### src/rtl/tiny_evr.sv
// Receive-side event decoder: turns the aligned 16-bit EVR word stream into event
// strobes, distributed bus, heartbeat supervision and a seconds/ticks timestamp.
module tiny_evr #(
  parameter int EVR_CLOCK_RATE    = 125000000,
  parameter int SECONDS_WIDTH     = 32,
  parameter int HEARTBEAT_TIMEOUT = 250000000
) (
  input  logic                     evrRxClk,
  input  logic                     evrRxRst_n,
  input  logic [15:0]              evrRxWord,
  input  logic [1:0]               evrRxIsK,
  input  logic                     evrRxLinkUp,
  output logic [7:0]               distributedBus,
  output logic [7:0]               eventCode,
  output logic                     eventStrobe,
  output logic                     heartbeatStrobe,
  output logic                     heartbeatTimeout,
  output logic                     ppsStrobe,
  output logic [SECONDS_WIDTH-1:0] seconds,
  output logic                     secondsValid,
  output logic [31:0]              timestampTicks,
  output logic                     decodeError
);

  if (SECONDS_WIDTH < 1 || SECONDS_WIDTH > 63 || HEARTBEAT_TIMEOUT < 2 ||
      EVR_CLOCK_RATE < 1) begin : g_param_check
    $error("tiny_evr: parameter out of range");
  end

  localparam int HB_W = $clog2(HEARTBEAT_TIMEOUT);
  localparam int BC_W = $clog2(SECONDS_WIDTH + 2);
  localparam logic [HB_W-1:0] HB_RELOAD = HB_W'(HEARTBEAT_TIMEOUT - 1);
  localparam logic [BC_W-1:0] BC_FULL   = BC_W'(SECONDS_WIDTH);
  localparam logic [BC_W-1:0] BC_SAT    = BC_W'(SECONDS_WIDTH + 1);

  logic [15:0]              r_word;
  logic [1:0]               r_isK;
  logic                     r_linkUp;
  logic [SECONDS_WIDTH-1:0] r_shift;
  logic [BC_W-1:0]          r_bitCnt;
  logic [HB_W-1:0]          r_hbCnt;

  logic [7:0] w_lo;
  logic       w_err;
  logic       w_event;
  logic       w_shift;
  logic       w_hb;
  logic       w_pps;

  // Stage 1: capture the receiver word untouched
  always_ff @(posedge evrRxClk or negedge evrRxRst_n) begin
    if (!evrRxRst_n) begin
      r_word   <= '0;
      r_isK    <= '0;
      r_linkUp <= 1'b0;
    end else begin
      r_word   <= evrRxWord;
      r_isK    <= evrRxIsK;
      r_linkUp <= evrRxLinkUp;
    end
  end

  // Decode of the registered word; a K on either byte other than the comma is illegal
  assign w_lo    = r_word[7:0];
  assign w_err   = r_linkUp & (r_isK[1] | (r_isK[0] & (w_lo != 8'hBC)));
  assign w_event = r_linkUp & ~r_isK[0] & (w_lo != 8'h00);
  assign w_shift = w_event & ((w_lo == 8'h70) | (w_lo == 8'h71));
  assign w_hb    = w_event & (w_lo == 8'h7A);
  assign w_pps   = w_event & (w_lo == 8'h7D);

  // Stage 2: every output comes straight from a flop
  always_ff @(posedge evrRxClk or negedge evrRxRst_n) begin
    if (!evrRxRst_n) begin
      distributedBus   <= '0;
      eventCode        <= '0;
      eventStrobe      <= 1'b0;
      heartbeatStrobe  <= 1'b0;
      heartbeatTimeout <= 1'b1;
      ppsStrobe        <= 1'b0;
      seconds          <= '0;
      secondsValid     <= 1'b0;
      timestampTicks   <= '0;
      decodeError      <= 1'b0;
      r_shift          <= '0;
      r_bitCnt         <= '0;
      r_hbCnt          <= '0;
    end else begin
      eventStrobe     <= w_event;
      heartbeatStrobe <= w_hb;
      ppsStrobe       <= w_pps;
      decodeError     <= w_err;

      if (r_linkUp && !r_isK[1]) distributedBus <= r_word[15:8];
      if (w_event) eventCode <= w_lo;

      if (!r_linkUp) begin
        r_bitCnt     <= '0;
        secondsValid <= 1'b0;
      end else if (w_shift) begin
        r_shift <= (r_shift << 1) | SECONDS_WIDTH'(w_lo[0]);
        if (r_bitCnt != BC_SAT) r_bitCnt <= r_bitCnt + 1'b1;
      end else if (w_pps) begin
        r_bitCnt <= '0;
        if (r_bitCnt == BC_FULL) begin
          seconds      <= r_shift;
          secondsValid <= 1'b1;
        end else begin
          secondsValid <= 1'b0;
        end
      end

      if (w_pps) timestampTicks <= '0;
      else if (timestampTicks != 32'hFFFF_FFFF) timestampTicks <= timestampTicks + 1'b1;

      // Timeout flags once the counter has already sat at zero for a cycle,
      // giving exactly HEARTBEAT_TIMEOUT cycles from the heartbeat strobe.
      if (w_hb) begin
        r_hbCnt          <= HB_RELOAD;
        heartbeatTimeout <= 1'b0;
      end else if (r_hbCnt != '0) begin
        r_hbCnt <= r_hbCnt - 1'b1;
      end else begin
        heartbeatTimeout <= 1'b1;
      end
    end
  end

endmodule
### config.mk
export PLATFORM = sky130hd
export DESIGN_NAME = tiny_evr
export DESIGN_NICKNAME = d
export VERILOG_FILES = /design/src/rtl/tiny_evr.sv
export SDC_FILE = /design/constraint.sdc
export NUM_CORES = 1
export LEC_CHECK = 0
export ABC_CLOCK_PERIOD_IN_PS = 1900
export BUFFER_PORTS_ARGS = -buffer_cell sky130_fd_sc_hd__buf_4
export CORE_UTILIZATION = 50
export DETAILED_ROUTE_END_ITERATION = 8
export GPL_ROUTABILITY_DRIVEN = 0
export PLACE_DENSITY = 0.74
export RECOVER_POWER = 50
export SLEW_MARGIN = 20
export SYNTH_ARGS = -nofsm -noshare
export SYNTH_HDL_FRONTEND = slang
export SYNTH_SLANG_ARGS = --single-unit
### constraint.sdc
create_clock -name evrRxClk -period 1.9 [get_ports evrRxClk]
set_input_delay 0.57 -clock evrRxClk [delete_from_list [all_inputs] [get_ports evrRxClk]]
set_output_delay 0.57 -clock evrRxClk [all_outputs]
set_load 0.01 [all_outputs]
# Word level (Yosys, flattened, before mapping)
# Cells that the tools add are included.
[word_totals]
ff_bits = 171
word_cells = 68
out_inout_bits = 86
[op_classes]
mux = 14
bitwise_logic = 12
n_addsub = 3
n_reduce_logical = 10
n_eq_ne = 13
[op_table]
columns = ["op", "count"]
rows = [
  ["32-bit 2-to-1 mux", 2],
  ["28-bit 2-to-1 mux", 2],
  ["32-bit by 1-bit adder with 32-bit output (second input constant)", 1],
  ["8-bit by 7-bit equality test with 1-bit output (second input constant)", 4],
  ["32-bit != test (second input constant)", 1],
  ["32-bit by 1-bit OR with 32-bit output", 1],
  ["28-bit nonzero test", 1],
  ["28-bit by 1-bit subtractor with 28-bit output (second input constant)", 1],
  ["6-bit 2-to-1 mux", 4],
  ["8-bit != test (second input constant)", 1],
  ["8-bit nonzero test", 1],
  ["1-bit bitwise AND", 7],
  ["6-bit by 1-bit adder with 6-bit output (second input constant)", 1],
  ["6-bit equality test (second input constant)", 1],
  ["1-bit 2-to-1 mux", 6],
  ["6-bit != test (second input constant)", 1],
  ["2-bit AND reduction", 3],
  ["2-bit != test (second input constant)", 2],
  ["4-bit AND reduction", 1],
  ["2-bit nonzero test", 2],
  ["3-bit by 1-bit != test with 1-bit output (second input constant)", 1],
  ["3-bit by 2-bit != test with 1-bit output (second input constant)", 1],
  ["2-bit by 1-bit != test with 1-bit output (second input constant)", 1],
  ["1-bit inverter", 2],
  ["3 further kinds", 4],
]

# Depth between registers and ports, before layout
# Gate-level depths: netlist of the first run.
[logic_depth]
depth_word = 7
depth_mapped = 8
mapped_depth_nobuf = 7

# Worst setup path after synthesis of the first run
# OpenSTA, ideal clock, no wires.
[synth_timing]
kind = "flip-flop to flip-flop"
start = "register r_word[7]"
end = "register seconds[10]"
t_arrival_ns = 1.924
setup_slack_ns = -0.149
required_ns = 1.775
stages_incl_launch_ff = 6
setup_ns = 0.125
path_buffers = 1
path_cell_list = "dfrtp_1 > nand4bb_1 > or4b_4 > nor3_4 > buf_6 > mux2_2"
[synth_between]
elab_chain_len = 5
word_cells_on_any_way = 10
classes_between = "eq/ne (3); bitwise (5); reduce/logical (2)"
[synth_rtl]
columns = ["item", "line_no", "source"]
rows = [
  ["start: declaration", "36", "logic [15:0] r_word;"],
  ["start signal: assignment", "57", "r_word <= evrRxWord;"],
  ["8-bit by 7-bit equality test with 1-bit output / 8-bit nonzero test (equally long branches)", "67, 66", ""],
  ["1-bit OR / 1-bit bitwise AND (equally long branches)", "67, 66", ""],
  ["1-bit bitwise AND", "67", "assign w_shift = w_event & ((w_lo == 8'h70) | (w_lo == 8'h71));"],
  ["1-bit inverter (no source line)", "--", ""],
  ["4-bit AND reduction (no source line) *", "--", ""],
  ["end signal: assignment", "105", "seconds <= r_shift;"],
  ["end: declaration", "19", "output logic [SECONDS_WIDTH-1:0] seconds,"],
]
# Mark *: on every way between the ends. The rest lies on a longest branch, timed or not.
# A chain may end at the register's enable or synchronous reset.

# Worst setup path in the final report of the first run
[layout_timing]
start = "register r_isK[0]"
end = "register seconds[9]"
[layout_between]
elab_chain_len = 6
word_cells_on_any_way = 7
classes_between = "bitwise (6); reduce/logical (1)"
[layout_rtl]
columns = ["item", "line_no", "source"]
rows = [
  ["start: declaration", "37", "logic [1:0] r_isK;"],
  ["start signal: assignment", "58", "r_isK <= evrRxIsK;"],
  ["1-bit inverter *", "66", "assign w_event = r_linkUp & ~r_isK[0] & (w_lo != 8'h00);"],
  ["1-bit bitwise AND * (2 in a row)", "66", ""],
  ["1-bit bitwise AND", "67", ""],
  ["1-bit inverter (no source line)", "--", ""],
  ["4-bit AND reduction (no source line) *", "--", ""],
]
# Marks and branches as above.

==> results of run 1 <==
-- kinds of logic (layout without fill, tap and decap cells) --
group           after synthesis  count (layout)
simple gates                198             198
flops                       171             171
compound gates               87              87
mux                          84              84
buf+inv                      37             277
xor+xnor                     23              23
fa+ha+maj                     6               6
-- cells in the final DEF, fill, tap and decap left out, types with 4 or more instances in the layout --
cell / netlist / routed
nand2b_1: 5 / 5
nand3_1: 24 / 22
nor4_4: 0 / 8
a21oi_1: 23 / 19
a21oi_2: 0 / 4
nand4_1: 12 / 12
buf_4: 1 / 196
dfrtp_1: 170 / 164
and4_4: 1 / 4
clkbuf_4: 0 / 18
clkinvlp_4: 0 / 5
or4_1: 14 / 9
nand2_1: 31 / 30
buf_6: 3 / 7
nor2_1: 33 / 33
o21ai_0: 24 / 22
o31ai_1: 17 / 14
mux2_2: 78 / 77
xnor2_1: 17 / 17
clkbuf_16: 0 / 18
nor3_1: 7 / 4
clkbuf_1: 12 / 4
buf_12: 0 / 6
or4_4: 0 / 6
inv_1: 14 / 12
or3_1: 17 / 16
dfrtp_2: 0 / 6
inv_6: 0 / 4
and3_1: 5 / 4
xor2_1: 6 / 6
a211oi_1: 7 / 5
-- per-stage QoR --
stage	util	total power [mW]	setup TNS, ns	instance area (um2)
2_1_floorplan	-	5.48	-2.47	7420
3_3_place_gp	0.633	6.50	-1.70	9170
3_5_place_dp	0.633	6.64	-4.10	9170
4_1_cts	0.679	9.96	-3.52	9830
5_1_grt	0.709	10.9	-26.67	10300
6_report	0.709	10.4	-3.32	10300
-- flip-flops by register name, indices dropped and copies added (netlist names) --
signal and count:
decodeError 1, ppsStrobe 1, heartbeatStrobe 1, heartbeatTimeout 1
timestampTicks 32, r_shift 32, seconds 32, eventStrobe 1
r_hbCnt 28, r_bitCnt 6, eventCode 8, distributedBus 8
r_word 16, secondsValid 1, r_isK 2, r_linkUp 1
-- worst paths after layout --
check                              start                end
max                             r_isK[0]         seconds[9]
max reg2reg                     r_isK[0]         seconds[9]
min                        evrRxWord[14]         r_word[14]
min in group asynchronous     evrRxRst_n  timestampTicks[2]
max in group asynchronous     evrRxRst_n   heartbeatTimeout
min reg2reg                   r_word[14]  distributedBus[6]
-- repair_timing --
item,in CTS,in global routing
pin swaps,2,32
cloned,0,2
hold buffers,1,0
setup buffers,3,15
endpoints found under the setup margin,68,78
resized for setup,20,61
endpoints found under the hold margin,14,0
-- routing by layer --
metal | track usage | part of all wire | vias up
met4 | 0.0896 | 0.019 | 0
met2 | 0.387 | 0.52 | 173
met1 | 0.290 | 0.40 | 2921
met5 | 0 | 0 | -
met3 | 0.0655 | 0.058 | 31
li1 | - | - | 2670
-- power by group through the flow --
stage	combinational (mW)	clock (mW)	sequential [mW]
final	2.86	3.16	4.42
after global routing	3.09	3.38	4.47
after CTS	2.38	3.22	4.37
after detailed placement	2.24	0	4.40
after global placement	2.12	0	4.38
after floorplan	1.01	0	4.47
-- worst register-to-register path, cell delays in order, from the launching register on --
cell and delay, ns:
dfrtp_1 0.38, nand4bb_1 0.22, or4b_4 0.53, nor3_4 0.16
buf_12 0.23, mux2_2 0.39
-- layout make-up --
class                   instances  area (um2)
flip-flops and latches        171        4290
inverters                      14        56.3
clock buffers                  20         447
well taps                     184         230
repair buffers                231        1850
fillers                       981        4220
clock inverters                12        88.8
multi-input cells             398        3300
==> results.md, run 1 <==
- Status: finished with violations
- Failing checks: setup timing
- Yosys cell types: 62
- Synth Area in Compound Gates: 0.0747
- DR WL/cell: 17.8 um
- Routed vias: 5795
- TritonRoute pass-1 iters: 4
- EDFF count, synth: 0
- CTS tree: done
- Final min period: 2.02 ns
- Clock power share: 0.303
- Core Area: 14500 um2
- Largest net degree at the start of global routing: 56
- Crit path buf inv count: 1
- DPL Wire Length: 11.9 mm
- Slew margin rel.: 0.192
- CP Cell Sequence: nand4bb_1 -> or4b_4 -> nor3_4 -> buf_12 -> mux2_2
- Via-per-instance ratio: 5.63
- Top-count cell post-synth: dfrtp_1
- Fin. Hold Viols: 0
- Synth async-reset ratio: 1.00
- Die Y: 124 um
- Largest family of logic cells by synthesized area: simple AND/OR/NAND/NOR gates
- Setup WS pre-CTS: -0.122 ns
- IR drop worst, VDD: 0.000619 V
- Post-DRT Antenna Nets: 0
- Hold WC Path Type: primary input to register
- Simple-gate portion of the synthesized area: 0.156
- Comb power frac: 0.274
- Die area: 15300 um2
- Clock latency on the worst-skew pair: 0.42 ns
- Ratio of cells with drive above 1 in the final layout: 0.482
- Non-filler cells, final: 1030
- Root Buffer: clkbuf_16
- Hold path depth: 1
- RSZ-0062 raised after global routing: yes
- Total routed wirelength: 18.3 mm
- Leak: 4.83 nW
- Max cap viols: 0
- Yosys reg bits: 171
- Worst-path clk slew: 0.07 ns
- Post-synthesis xor/xnor area fraction: 0.0273
- Cells after DPL: 977
- Fmax achieved: 496 MHz
- Area share of the largest cell type after synthesis: 0.576
- Clock buffer depth: 2
- Top FF cell, synth: dfrtp_1
- GRT overflow: 0
- PwrDens: 1020 nW/um2
- Critical Path End Type: register
- Critical path class: register to register
- Crit-path leading delay family: simple AND/OR/NAND/NOR gates
- Depth of the CTS H-tree: 4
- Switch Pwr: 3.29 mW
- Synthesized area: 7390 um2
- Syn Area/Cell: 12.2 um2
- Cells on worst reg2reg path: 5
- Post-synthesis sequential area ratio: 0.579
- Worst Clk Skew: 0.00984 ns
- Syn Nets: 633
- Nets: 860
- Internal reg-to-reg setup slack: -0.12 ns
- # DRC: 0
- Hold WS: 0.274 ns
- Net Sw Frac: 0.315
- Initial core utilization: 0.510
- Measured slew at the worst slew-check pin: 1.21 ns
- CP arrival: 2.32 ns
- Starting DRT DRC Count: 369
- Worst endpoint required time: 2.20 ns
- Slack of the critical path: -0.118 ns
- Final Max Tran Viols: 0
- Top-Level Pins: 107
- Critical Path Fanout Max: 33
- Max incr delay on CP: 0.53 ns
- Post-synthesis adder-cell area fraction: 0.0102
- Leading area contributor after synthesis: dfrtp_1
- Rows: 44
- # clock sinks: 171
- Number of buffers created by CTS: 17
- Synth cell count leaders: dfrtp_1 (170), mux2_2 (78), nor2_1 (33), nand2_1 (31)
- Seq pwr share: 0.424
- Critical Path Stages: 5
- Yosys warning total: 0
- Syn-to-layout area delta: 38.9%
- CP startpoint kind: register
- Max stage delay cell, worst path: or4b_4
- Total track usage: 0.234
- Die width: 124 um
- # setup viols final: 38
- Global-route wire length before repair: 27.6 mm
- Port bufs: 106
- Post-synthesis mux area share: 0.128
- Synth area leaders: dfrtp_1 (58%), mux2_2 (12%), xnor2_1 (2.0%)
- Diode count: 0
- Vias in the first global route: 5796
- Post-Synthesis Cells: 606
- Final worst path period share: 1.06
- Internal power: 7.16 mW
- Initial antenna violation count: 0
No activity file was read; power rests on OpenSTA's default activity.
==> run 2: changes to the inputs <==
CORE_ASPECT_RATIO = 0.6   (was not set)
==> run 2 against run 1 <==
  * The run still ends with setup timing left
  * Non-clock buffer count grew 2
  * Setup slack worse by 0.071 ns
  * Combinational power grew 2%
  * Hold slack worse by 0.027 ns
  * Global-route usage increased by 1.2 points
  * Critical path type unchanged
  * Largest power group unchanged
  * Highest routed layer unchanged
==> results.md, run 2 (synthesized netlist as in run 1, its figures left out) <==
- Fill count: 918
- Crit path buf inv count: 0
- Final min period: 2.09 ns
- IR drop worst, VDD: 0.000609 V
- DPL Wire Length: 12.4 mm
- Critical Path Fanout Max: 5
- PwrDens: 1050 nW/um2
- Global-route wire length before repair: 29.2 mm
- Syn-to-layout area delta: 40.9%
- Placed Area: 9220 um2
- Starting DRT DRC Count: 371
- Die area: 15300 um2
- Final Max Tran Viols: 0
- Number of buffers created by CTS: 17
- Die width: 159 um
- Critical Path End Type: register
- Depth of the CTS H-tree: 4
- Most frequent cells in the layout: buf_4 (191), dfrtp_1 (163), mux2_2 (74), nor2_1 (33), nand2_1 (29)
- Top Registers: r_shift: 32 flops, seconds: 32 flops, timestampTicks: 32 flops
- Max stage delay cell, worst path: or4_4
- RSZ-0062 raised after global routing: yes
- Ratio of cells with drive above 1 in the final layout: 0.509
- Leak: 4.92 nW
- Setup_tns: -5.27 ns
- DR WL/cell: 18.4 um
- CP Cell Sequence: or4_4 -> nor4_4 -> o31ai_4 -> or4_1 -> nand3_1
- Via-per-instance ratio: 5.61
- CP startpoint kind: register
- Top-Level Pins: 107
- Total routed wirelength: 19.1 mm
- Multi-input gate area: 3370 um2
- CTS tree: done
- Core Util, Final: 0.741
- Root Buffer: clkbuf_16
- # setup viols final: 46
- Vias in the first global route: 5778
- Setup WS pre-CTS: -0.148 ns
- Total power: 10.9 mW
- Rows: 33
- Die Y: 96.2 um
- Clock buffer depth: 2
- Storage cell area: 4290 um2
- Worst-path clk slew: 0.07 ns
- Initial core utilization: 0.526
- TritonRoute pass-1 iters: 4
- Measured slew at the worst slew-check pin: 0.862 ns
- Routed vias: 5838
- Worst Clk Skew: 0.0157 ns
- Clock latency on the worst-skew pair: 0.43 ns
- Status: finished with violations
- Port bufs: 106
- Worst endpoint required time: 2.26 ns
- Critical path class: register to register
- Total track usage: 0.245
- Slack of the critical path: -0.189 ns
- Fmax achieved: 479 MHz
- # DRC: 0
- Core Area: 14000 um2
- Slew margin rel.: 0.425
- Initial antenna violation count: 0
- Failing checks: setup timing
- # clock sinks: 171
- Nets: 863
- Max cap viols: 0
- Hold WC Path Type: primary input to async pin
- Internal reg-to-reg setup slack: -0.19 ns
- GRT overflow: 0
- Diode count: 0
- Fin area: 10400 um2
- Largest net degree at the start of global routing: 40
- Final worst path period share: 1.10
- Most common cell after layout, fill and taps aside: buf_4
- Fin. Hold Viols: 0
- Post-DRT Antenna Nets: 0
- CP arrival: 2.45 ns
- Max incr delay on CP: 0.57 ns
- Crit-path leading delay family: simple AND/OR/NAND/NOR gates
-- run 2: final cells by class --
cell class	count	share of cell area
clock buffer	19	0.0435
sequential	171	0.412
clock inverter	13	0.0141
tap	192	0.0231
multi-input combinational	399	0.324
timing repair buffer	233	0.178
inverter	14	0.00553
-- run 2: final timing paths --
check / start / to / cells after the start
worst max-delay path: r_hbCnt[2] / r_hbCnt[15] / 5
worst min-delay path: evrRxRst_n / r_shift[13] / 1
worst max register to register: r_hbCnt[2] / r_hbCnt[15] / 5
worst min register to register: r_word[10] / distributedBus[2] / 1
max in group asynchronous: evrRxRst_n / timestampTicks[15] / 2
min in group evrRxClk: evrRxWord[10] / r_word[10] / 1
-- run 2: routing by layer --
metal | track usage | part of all wire | routed length [um] | up-vias
met2 | 0.391 | 0.47 | 9040 | 207
met3 | 0.0603 | 0.064 | 1220 | 24
li1 | - | - | - | 2675
met1 | 0.341 | 0.45 | 8650 | 2932
met5 | 0 | 0 | 0 | -
met4 | 0.0625 | 0.0097 | 186 | 0
-- run 2: stage by stage --
step                      hold slack, ns  std cells
after global placement             0.456        988
after floorplan                    0.274        606
final                              0.247       1041
after detailed placement           0.463        988
after CTS                         0.0410       1026
after global routing               0.245       1041
-- run 2: worst reg2reg max path: stages (launching register included) --
cell     delay, ns
dfrtp_1       0.39
or4_4         0.57
nor4_4        0.34
o31ai_4       0.15
or4_1         0.48
nand3_1       0.10
-- run 2: report_power, final --
group,switching (mW),total (mW),internal [mW]
combinational,1.49,2.93,1.45
sequential,0.402,4.44,4.04
clock,1.59,3.53,1.94
-- run 2: what timing repair did --
item                                    4_1_cts  5_1_grt
hold buffers                                  0        0
cloned                                        0        2
gates resized for setup                      34       74
endpoints found under the hold margin         0        0
endpoints found under the setup margin       63       97
setup buffers                                 7       14
pin swaps                                    10       29
